## src/rtl/vga_sync_decoder_pkg.sv

```systemverilog
// Shared display timing for the 640x480 VGA receive path.
// Holds the nominal timing constants and the lock-state encoding.
package vga_sync_decoder_pkg;

    localparam int VGA_XBITS      = 10;
    localparam int VGA_YBITS      = 10;
    localparam int VGA_H_TOTAL    = 800;
    localparam int VGA_V_TOTAL    = 525;
    localparam int VGA_H_VISIBLE  = 640;
    localparam int VGA_V_VISIBLE  = 480;
    localparam int VGA_H_SYNC_END = 752;
    localparam int VGA_V_SYNC_END = 492;

    typedef enum logic [1:0] {
        ST_SEARCH  = 2'd0,
        ST_ACQUIRE = 2'd1,
        ST_LOCKED  = 2'd2
    } sync_state_t;

endpackage

```

## src/rtl/vga_sync_decoder_meter.sv

```systemverilog
// sync_period_meter: sync history flop, rise detect, saturating
// period counter and captured-period register.
// Ports:
//   clk, reset  clock, async active-high reset
//   pix_en      pixel strobe; all state moves only when high
//   sync_in     active-low sync being measured
//   cnt_en      event counted between rises (qualified by pix_en)
//   rise        combinational rise strobe (pix_en qualified)
//   cnt         events since the last rise, saturating
//   period      cnt (+1 if ADD_ONE) captured at each rise, saturating
module sync_period_meter
    import vga_sync_decoder_pkg::*;
#(
    parameter int CW      = 11,
    parameter int PW      = 10,
    parameter bit ADD_ONE = 1'b1
) (
    input  logic          clk,
    input  logic          reset,
    input  logic          pix_en,
    input  logic          sync_in,
    input  logic          cnt_en,
    output logic          rise,
    output logic [CW-1:0] cnt,
    output logic [PW-1:0] period
);

    logic          sync_q;
    logic [CW:0]   cap_full;
    logic [CW:0]   pmax;

    // History resets high so a reset inside a pulse cannot fake a rise.
    assign rise     = pix_en && sync_in && !sync_q;
    assign pmax     = {{(CW + 1 - PW){1'b0}}, {PW{1'b1}}};
    assign cap_full = {1'b0, cnt} + {{CW{1'b0}}, ADD_ONE};

    always_ff @(posedge clk or posedge reset) begin
        if (reset) begin
            sync_q <= 1'b1;
            cnt    <= '0;
            period <= '0;
        end else if (pix_en) begin
            sync_q <= sync_in;
            if (rise) begin
                cnt    <= '0;
                period <= (cap_full > pmax) ? pmax[PW-1:0]
                                            : cap_full[PW-1:0];
            end else if (cnt_en && cnt != '1) begin
                cnt <= cnt + 1'b1;
            end
        end
    end

endmodule

```

## src/rtl/vga_sync_decoder.sv

```systemverilog
// Receive side of the VGA timing link: recovers x/y/activevideo
// from hsync/vsync, measures line and frame length, tracks lock.
// Ports:
//   clk, reset         clock, async active-high reset
//   pix_en             pixel strobe gating all sampling/counting
//   hsync_in/vsync_in  active-low syncs
//   x, y, activevideo  recovered position, one pix_en behind source
//   locked, lock_lost  lock state and one-clk loss pulse
//   line_len           last pixels per line (rise to rise)
//   frame_lines        last lines per frame (rise to rise)
module vga_sync_decoder
    import vga_sync_decoder_pkg::*;
#(
    parameter int XBITS      = VGA_XBITS,
    parameter int YBITS      = VGA_YBITS,
    parameter int H_TOTAL    = VGA_H_TOTAL,
    parameter int V_TOTAL    = VGA_V_TOTAL,
    parameter int H_VISIBLE  = VGA_H_VISIBLE,
    parameter int V_VISIBLE  = VGA_V_VISIBLE,
    parameter int H_SYNC_END = VGA_H_SYNC_END,
    parameter int V_SYNC_END = VGA_V_SYNC_END
) (
    input  logic             clk,
    input  logic             reset,
    input  logic             pix_en,
    input  logic             hsync_in,
    input  logic             vsync_in,
    output logic [XBITS-1:0] x,
    output logic [YBITS-1:0] y,
    output logic             activevideo,
    output logic             locked,
    output logic             lock_lost,
    output logic [XBITS-1:0] line_len,
    output logic [YBITS-1:0] frame_lines
);

    // One extra bit so the line counter can reach the 2-line timeout.
    localparam int HCW = XBITS + 1;

    localparam logic [HCW-1:0]   H_LEN_M1 = HCW'(H_TOTAL - 1);
    localparam logic [HCW-1:0]   TMO_M1   = HCW'(2 * H_TOTAL - 1);
    localparam logic [XBITS-1:0] X_LAST   = XBITS'(H_TOTAL - 1);
    localparam logic [XBITS-1:0] X_SYNC   = XBITS'(H_SYNC_END);
    localparam logic [XBITS-1:0] X_VIS    = XBITS'(H_VISIBLE);
    localparam logic [YBITS-1:0] Y_LAST   = YBITS'(V_TOTAL - 1);
    localparam logic [YBITS-1:0] Y_SYNC   = YBITS'(V_SYNC_END);
    localparam logic [YBITS-1:0] Y_VIS    = YBITS'(V_VISIBLE);
    localparam logic [YBITS-1:0] V_TOT_C  = YBITS'(V_TOTAL);

    logic             h_rise;
    logic             v_rise;
    logic [HCW-1:0]   hcnt;
    logic [YBITS-1:0] vcnt;

    sync_state_t state;
    sync_state_t state_n;
    logic        bad;
    logic        bad_n;
    logic        primed;
    logic        primed_n;
    logic        lost_n;
    logic        h_bad;
    logic        v_ok;
    logic        timeout;
    logic        x_wrap;

    sync_period_meter #(
        .CW      (HCW),
        .PW      (XBITS),
        .ADD_ONE (1'b1)
    ) u_hmeter (
        .clk     (clk),
        .reset   (reset),
        .pix_en  (pix_en),
        .sync_in (hsync_in),
        .cnt_en  (1'b1),
        .rise    (h_rise),
        .cnt     (hcnt),
        .period  (line_len)
    );

    sync_period_meter #(
        .CW      (YBITS),
        .PW      (YBITS),
        .ADD_ONE (1'b0)
    ) u_vmeter (
        .clk     (clk),
        .reset   (reset),
        .pix_en  (pix_en),
        .sync_in (vsync_in),
        .cnt_en  (h_rise),
        .rise    (v_rise),
        .cnt     (vcnt),
        .period  (frame_lines)
    );

    // Length checks look at the value being captured on this edge,
    // so a bad line drops lock at the very rise that measured it.
    // primed masks the partial first line seen after SEARCH.
    assign h_bad   = h_rise && primed && (hcnt != H_LEN_M1);
    assign v_ok    = (vcnt == V_TOT_C);
    assign timeout = pix_en && !h_rise && (hcnt >= TMO_M1);
    assign x_wrap  = (x == X_LAST);

    always_comb begin
        state_n  = state;
        bad_n    = bad;
        primed_n = primed;
        lost_n   = 1'b0;
        if (pix_en) begin
            if (h_rise)
                primed_n = 1'b1;
            if (timeout) begin
                state_n  = ST_SEARCH;
                primed_n = 1'b0;
                lost_n   = (state == ST_LOCKED);
            end else begin
                unique case (state)
                    ST_SEARCH: begin
                        if (v_rise) begin
                            state_n = ST_ACQUIRE;
                            bad_n   = 1'b0;
                        end
                    end
                    ST_ACQUIRE: begin
                        if (v_rise) begin
                            if (v_ok && !bad && !h_bad)
                                state_n = ST_LOCKED;
                            else
                                bad_n = 1'b0;
                        end else if (h_bad) begin
                            bad_n = 1'b1;
                        end
                    end
                    ST_LOCKED: begin
                        if (h_bad || (v_rise && !v_ok)) begin
                            state_n  = ST_SEARCH;
                            primed_n = 1'b0;
                            lost_n   = 1'b1;
                        end
                    end
                    default: state_n = ST_SEARCH;
                endcase
            end
        end
    end

    always_ff @(posedge clk or posedge reset) begin
        if (reset) begin
            state     <= ST_SEARCH;
            bad       <= 1'b0;
            primed    <= 1'b0;
            locked    <= 1'b0;
            lock_lost <= 1'b0;
        end else begin
            lock_lost <= lost_n;
            if (pix_en) begin
                state  <= state_n;
                bad    <= bad_n;
                primed <= primed_n;
                locked <= (state_n == ST_LOCKED);
            end
        end
    end

    // A v-rise wins over the line-wrap increment of y.
    always_ff @(posedge clk or posedge reset) begin
        if (reset) begin
            x <= '0;
            y <= '0;
        end else if (pix_en) begin
            if (h_rise)
                x <= X_SYNC;
            else if (x_wrap)
                x <= '0;
            else
                x <= x + 1'b1;

            if (v_rise)
                y <= Y_SYNC;
            else if (x_wrap && !h_rise)
                y <= (y == Y_LAST) ? '0 : y + 1'b1;
        end
    end

    assign activevideo = locked && (x < X_VIS) && (y < Y_VIS);

endmodule

```

## config.mk

```make
export PLATFORM = sky130hd
export DESIGN_NAME = vga_sync_decoder
export DESIGN_NICKNAME = d
export VERILOG_FILES = /design/src/rtl/vga_sync_decoder_pkg.sv /design/src/rtl/vga_sync_decoder_meter.sv /design/src/rtl/vga_sync_decoder.sv
export SDC_FILE = /design/constraint.sdc
export NUM_CORES = 1
export LEC_CHECK = 0
export CORE_MARGIN = 2
export CORE_UTILIZATION = 55
export CTS_CLUSTER_SIZE = 12
export DETAILED_ROUTE_END_ITERATION = 10
export GPL_TIMING_DRIVEN = 0
export PLACE_DENSITY = 0.8
export SLEW_MARGIN = 10
export SYNTH_ARGS = -nofsm -noshare
export SYNTH_HDL_FRONTEND = slang
export SYNTH_SLANG_ARGS = --single-unit
```

## constraint.sdc

```tcl
create_clock -name clk -period 3.5 [get_ports clk]
set_clock_uncertainty 0.1 [all_clocks]
set_input_delay 0.35 -clock clk [delete_from_list [all_inputs] [get_ports clk]]
set_output_delay 0.35 -clock clk [all_outputs]
set_load 0.1 [all_outputs]
```

==> results.json, run 1 <==
{
  "status": "complete, no violations",
  "portBuffers": 46,
  "slowest_delay_ns": 1.12,
  "yosys.area.top_type": "dfrtp_1",
  "power.total_mw": 2.59,
  "synth_warnings": 0,
  "cts.clk_slew.worst_paths_ns": 0.08,
  "gr-usage-all-layers": 0.240,
  "io_pins": 48,
  "routed_via_density": 5.83,
  "fin_area_um2": 4380,
  "post-route-min-period_ns": 2.94,
  "clkLatencyLatePin_ns": 0.35,
  "switching_share": 0.423,
  "finalCritPeriodShare": 0.841,
  "arrival_ns": 2.49,
  "ctsResizeCount": 0,
  "placed_cell_area_um2": 4170,
  "clock_sinks": 69,
  "num_vias": 3066,
  "power_frac_clock": 0.263,
  "antenna_found_initial": 0,
  "mostFrequentLayoutCells": "67 x dfrtp_1, 55 x nand2_1, 46 x clkdlybuf4s50_1",
  "ir_drop_mv": 0.514,
  "start_kind": "register",
  "worstPathMaxFanout": 6,
  "place.gp.congestion": 0.845,
  "synth_area_leaders": "dfrtp_1 47%, nand2_1 5.8%, a21oi_1 4.5%",
  "grt_overflow": 0,
  "drt_wl_total_um": 8100,
  "n_antenna_cell": 0,
  "synth_edf_count": 0,
  "drive_gt1_frac": 0.0824,
  "setup_tns_ns": 0,
  "drc": 0,
  "ys_types": 60,
  "placementRows": 29,
  "async_reset_ff_frac": 1.00,
  "avgSynthCellArea_um2": 9.28,
  "synth_seq_cells": 69,
  "grt_max_degree": 56,
  "wl_per_cell_um": 15.4,
  "cts_tree": "done",
  "grt_pass1_vias": 2869,
  "dp_hpwl_um": 5600,
  "pwr-share-comb": 0.352,
  "numCtsBuffers": 9,
  "synthToLayoutAreaGrowth_pct": 22.3,
  "clock_path_buffers": 2,
  "yosysTopAreaCellShare": 0.468,
  "firstDrtPassIters": 4,
  "syn-num-nets": 397,
  "final_common_cell": "dfrtp_1",
  "fmax_ghz": 0.340,
  "ys.flop_type": "dfrtp_1",
  "ys_seq_area_frac": 0.483,
  "p_per_area_nw_per_um2": 591,
  "grt_pass1_wl_um": 13700,
  "synth_area_um2": 3580,
  "finalHoldViolations": 0,
  "hold_slack_ns": 0.168,
  "rsz0062_at_grt": "no",
  "syn_inst": 386,
  "dr.first_iter.drc_count": 158,
  "leakage_nw": 1.90,
  "max-cap-violations": 0,
  "cp_slowest_cell": "clkdlybuf4s50_1",
  "crit_chain": "and3_1, nand2_1, and4b_1, clkdlybuf4s50_1",
  "postCtsHoldBufs": 0,
  "nNetsFinal": 455,
  "critPathRequiredTime_ns": 3.05,
  "ant_nets": 0,
  "slew_headroom": 0.347,
  "core_um2": 6310,
  "seqPwrFrac": 0.386,
  "die_w_um": 84.7,
  "start_util": 0.567,
  "cts_setup_buffers": 0,
  "power.internal_mw": 1.50,
  "tightest_slew_ns": 0.976,
  "chipHeight_um": 84.7,
  "holdCritPathClass": "input port to async pin",
  "crit_type": "register to output pin",
  "end_kind": "output pin",
  "p_sw_mw": 1.09,
  "report.final.setup_viol": 0,
  "drv_slew": 0,
  "root_buffer": "clkbuf_8",
  "cts_max_level": 3,
  "dieArea_um2": 7170
}
==> state kept, by name, indices dropped and copies added, names as in the netlist <==
signal,cells
x,10
u_vmeter.period,10
locked,1
lock_lost,1
u_vmeter.cnt,10
u_hmeter.sync_q,1
u_hmeter.cnt,11
state,2
primed,1
u_vmeter.sync_q,1
u_hmeter.period,10
bad,1
y,10
==> synthesized netlist by cell type (3+ instances only) <==
| cell | count |
|---|---|
| dfrtp_1 | 67 |
| nand2_1 | 55 |
| a21oi_1 | 32 |
| nor2_1 | 30 |
| o21ai_0 | 26 |
| nand3_1 | 19 |
| clkbuf_1 | 13 |
| inv_1 | 12 |
| and3_1 | 11 |
| xnor2_1 | 8 |
| xor2_1 | 8 |
| nand2b_1 | 7 |
| ha_1 | 6 |
| nand4_1 | 6 |
| nor3_1 | 6 |
| a31oi_1 | 5 |
| and2_1 | 5 |
| buf_2 | 5 |
| a22o_1 | 4 |
| a21o_1 | 3 |
| a41oi_1 | 3 |
| and4_1 | 3 |
| mux2_2 | 3 |
| mux2i_1 | 3 |
| nand3b_1 | 3 |
| nor2b_1 | 3 |
| o311ai_0 | 3 |
==> worst paths after layout <==
| kind | from | end | slack, ns | depth (start not counted) |
|---|---|---|---|---|
| min in group clk | pix_en | u_vmeter.sync_q$_DFFE_PP1P_ | 0.25 | 3 |
| min | reset | u_vmeter.cnt[7]$_DFFE_PP0P_ | 0.17 | 2 |
| max in group asynchronous | reset | u_hmeter.sync_q$_DFFE_PP1P_ | 2.55 | 3 |
| min reg2reg | u_vmeter.period[4]$_DFFE_PP0P_ | u_vmeter.period[4]$_DFFE_PP0P_ | 0.38 | 2 |
| max reg2reg | u_hmeter.sync_q$_DFFE_PP1P_ | y[2]$_DFFE_PP0P_ | 0.98 | 6 |
| max | y[6]$_DFFE_PP0P_ | activevideo | 0.56 | 4 |
==> metrics by stage <==
step                      std cells  setup slack (ns)   util
after floorplan                 386             0.657      -
after global placement          509             0.150  0.655
after detailed placement        510             0.634  0.660
after CTS                       526             0.559  0.693
after global routing            526             0.479  0.693
final                           526             0.556  0.693
==> critical path, delay by kind of cell (launching register included) <==
kind / cells / cell delay, ns
AND/OR/NAND/NOR: 3 / 0.55
flip-flops: 1 / 0.47
buffers and inverters: 1 / 1.12
==> power groups by stage <==
stage          Clock, mW  Sequential (mW)  Combinational, mW
6_report           0.680            0.998              0.911
5_1_grt            0.728             1.02              0.957
4_1_cts            0.688            0.997              0.915
3_5_place_dp           0             1.01              0.911
3_3_place_gp           0             1.01              0.894
2_1_floorplan          0             1.49              0.215
==> logic make-up after synthesis <==
group | Yosys count | synth area share
fa+ha+maj | 6 | 0.0210
xor+xnor | 16 | 0.0391
buf+inv | 32 | 0.0363
flops | 69 | 0.483
simple gates | 164 | 0.240
mux | 6 | 0.0178
compound gates | 93 | 0.162
==> metal layers <==
| metal | GRT usage | wire (µm) |
|---|---|---|
| met1 | 0.333 | 3740 |
| met2 | 0.387 | 3840 |
| met3 | 0.0374 | 413 |
| met4 | 0.0866 | 105 |
| met5 | 0 | 0 |
==> layout make-up <==
cell class	instances	area [µm²]
tap	77	96.3
buffer	19	81.3
multi-input combinational	285	1720
timing repair buffer	47	488
sequential	69	1730
clock inverter	5	58.8
inverter	13	51.3
clock buffer	11	151
fill	496	1940
Note: power is estimated with default switching activity, not from simulation.
==> inputs of run 2 (changes only) <==
Clock period 3.5 ns to 3 ns, I/O delays scaled along.
==> results of run 2 <==
Same layout as run 1 (identical final DEF). Status: complete, no violations.
Among the figures that moved: setup slack after placement 0.634 ns -> 0.184 ns; setup slack after layout 0.556 ns -> 0.106 ns; hold slack 0.168 ns -> 0.118 ns; register-to-register setup slack 0.98 ns -> 0.48 ns; total power 2.59 mW -> 3.02 mW; worst IR drop on VDD 0.514 mV -> 0.600 mV
==> inputs of run 3 (changes only) <==
Settings changed: CORE_MARGIN 2 to not set.
==> run 3 against run 2 <==
  * Fmax increased by 0.45%
  * Highest routed layer unchanged
  * Die area decreased by 4.7%
  * Worst setup slack improved by 0.013 ns
  * Register-to-register slack improved by 0.08 ns
  * Cell count unchanged
  * Combinational power about the same
  * Critical path type unchanged
  * Critical endpoint unchanged
==> results.json, run 3 (same netlist as run 1, synthesis figures left out) <==
{
  "fin_cells": 526,
  "ctsResizeCount": 0,
  "drc": 0,
  "grt_pass1_vias": 2914,
  "end_kind": "output pin",
  "drive_gt1_frac": 0.0802,
  "gr-usage-all-layers": 0.259,
  "rrSetupSlack_ns": 0.56,
  "postCtsHoldBufs": 0,
  "clock_path_buffers": 2,
  "nNetsFinal": 455,
  "rsz0062_at_grt": "no",
  "fin_area_um2": 4390,
  "num_vias": 3116,
  "place.gp.congestion": 0.871,
  "crit_chain": "and3_1, nand2_1, and4b_1, clkdlybuf4s50_1",
  "chipHeight_um": 82.7,
  "numPlacedInstances": 510,
  "arrival_ns": 2.48,
  "firstDrtPassIters": 5,
  "status": "complete, no violations",
  "routed_via_density": 5.92,
  "top_register": "u_hmeter.cnt",
  "use_met2": 0.408,
  "p_per_area_nw_per_um2": 702,
  "grt_max_degree": 58,
  "clkLatencyLatePin_ns": 0.34,
  "tightest_slew_ns": 0.988,
  "worstPathMaxFanout": 6,
  "drt_wl_total_um": 8080,
  "placed_cell_area_um2": 4170,
  "clock_sinks": 69,
  "start_kind": "register",
  "setup_tns_ns": 0,
  "holdCritPathClass": "input port to async pin",
  "io_pins": 48,
  "cp_slowest_cell": "clkdlybuf4s50_1",
  "ant_nets": 0,
  "ir_drop_mv": 0.743,
  "cts_tree": "done",
  "finalHoldViolations": 0,
  "finalCritPeriodShare": 0.960,
  "grt_util_met1": 0.352,
  "largest_reg_flops": 11,
  "slew_headroom": 0.339,
  "start_util": 0.567,
  "report.final.setup_viol": 0,
  "numCtsBuffers": 9,
  "pre_cts_slack_ns": 0.389,
  "critPathRequiredTime_ns": 2.60,
  "leakage_nw": 1.91,
  "placementRows": 29,
  "cts.clk_slew.worst_paths_ns": 0.07,
  "n_antenna_cell": 0,
  "final_common_cell": "dfrtp_1",
  "dr.first_iter.drc_count": 171,
  "use_met3": 0.0593,
  "portBuffers": 46,
  "finalCoreUtilization": 0.696,
  "die_w_um": 82.7,
  "mostFrequentLayoutCells": "67 x dfrtp_1, 55 x nand2_1, 46 x clkdlybuf4s50_1",
  "power.total_mw": 3.08,
  "max-cap-violations": 0,
  "root_buffer": "clkbuf_8",
  "post-route-min-period_ns": 2.88,
  "grt_pass1_wl_um": 13400,
  "setup_ws_ns": 0.119,
  "slowest_delay_ns": 1.12,
  "dp_hpwl_um": 5560,
  "cts_max_level": 3,
  "synthToLayoutAreaGrowth_pct": 22.7,
  "antenna_found_initial": 0,
  "wl_per_cell_um": 15.4,
  "dieArea_um2": 6840,
  "crit_type": "register to output pin",
  "cts_setup_buffers": 0,
  "fmax_ghz": 0.347,
  "top_usage_layer": "met2",
  "core_um2": 6310,
  "grt_overflow": 0,
  "hold_slack_ns": 0.123,
  "drv_slew": 0
}
run 3: cell count changes in the layout (fill, tap and decap cells not counted):
cell / before / now
clkinvlp_4: 2 / 0
clkinv_4: 1 / 0
bufinv_16: 1 / 2
clkbuf_1: 13 / 14
clkinv_2: 1 / 2
run 3: report_power, final:
group | internal [mW] | total [mW] | switching (mW)
Combinational | 0.264 | 1.06 | 0.799
Clock | 0.512 | 0.855 | 0.343
Sequential | 1.05 | 1.17 | 0.117
Total | 1.83 | 3.08 | 1.26
run 3: final timing paths:
| kind | startpoint | endpoint | cells after the start |
|---|---|---|---|
| worst max-delay path | y[6]$_DFFE_PP0P_ | activevideo | 4 |
| worst min-delay path | reset | u_vmeter.cnt[1]$_DFFE_PP0P_ | 2 |
| worst max register to register | u_hmeter.cnt[0]$_DFFE_PP0P_ | u_hmeter.period[2]$_DFFE_PP0P_ | 9 |
| worst min register to register | u_vmeter.period[4]$_DFFE_PP0P_ | u_vmeter.period[4]$_DFFE_PP0P_ | 2 |
| max in group asynchronous | reset | u_hmeter.sync_q$_DFFE_PP1P_ | 3 |
| min in group clk | pix_en | u_vmeter.sync_q$_DFFE_PP1P_ | 3 |
run 3: final cells by class:
| type | instances | area (µm²) |
|---|---|---|
| sequential | 69 | 1730 |
| timing repair buffer | 47 | 488 |
| buffer | 19 | 81.3 |
| inverter | 13 | 51.3 |
| clock inverter | 4 | 70.1 |
| multi-input combinational | 285 | 1720 |
| fill | 499 | 1920 |
| clock buffer | 12 | 155 |
| tap | 77 | 96.3 |
run 3: per-layer routing:
metal | up-vias | wire (µm)
li1 | 1486 | -
met1 | 1516 | 3740
met5 | - | 0
met3 | 8 | 451
met2 | 106 | 3810
met4 | 0 | 76
run 3: worst max-delay path: cells and delay by family, from the launching register on:
| kind | cells | cell delay (ns) |
|---|---|---|
| AND/OR/NAND/NOR | 3 | 0.55 |
| flip-flops | 1 | 0.47 |
| buffers and inverters | 1 | 1.12 |
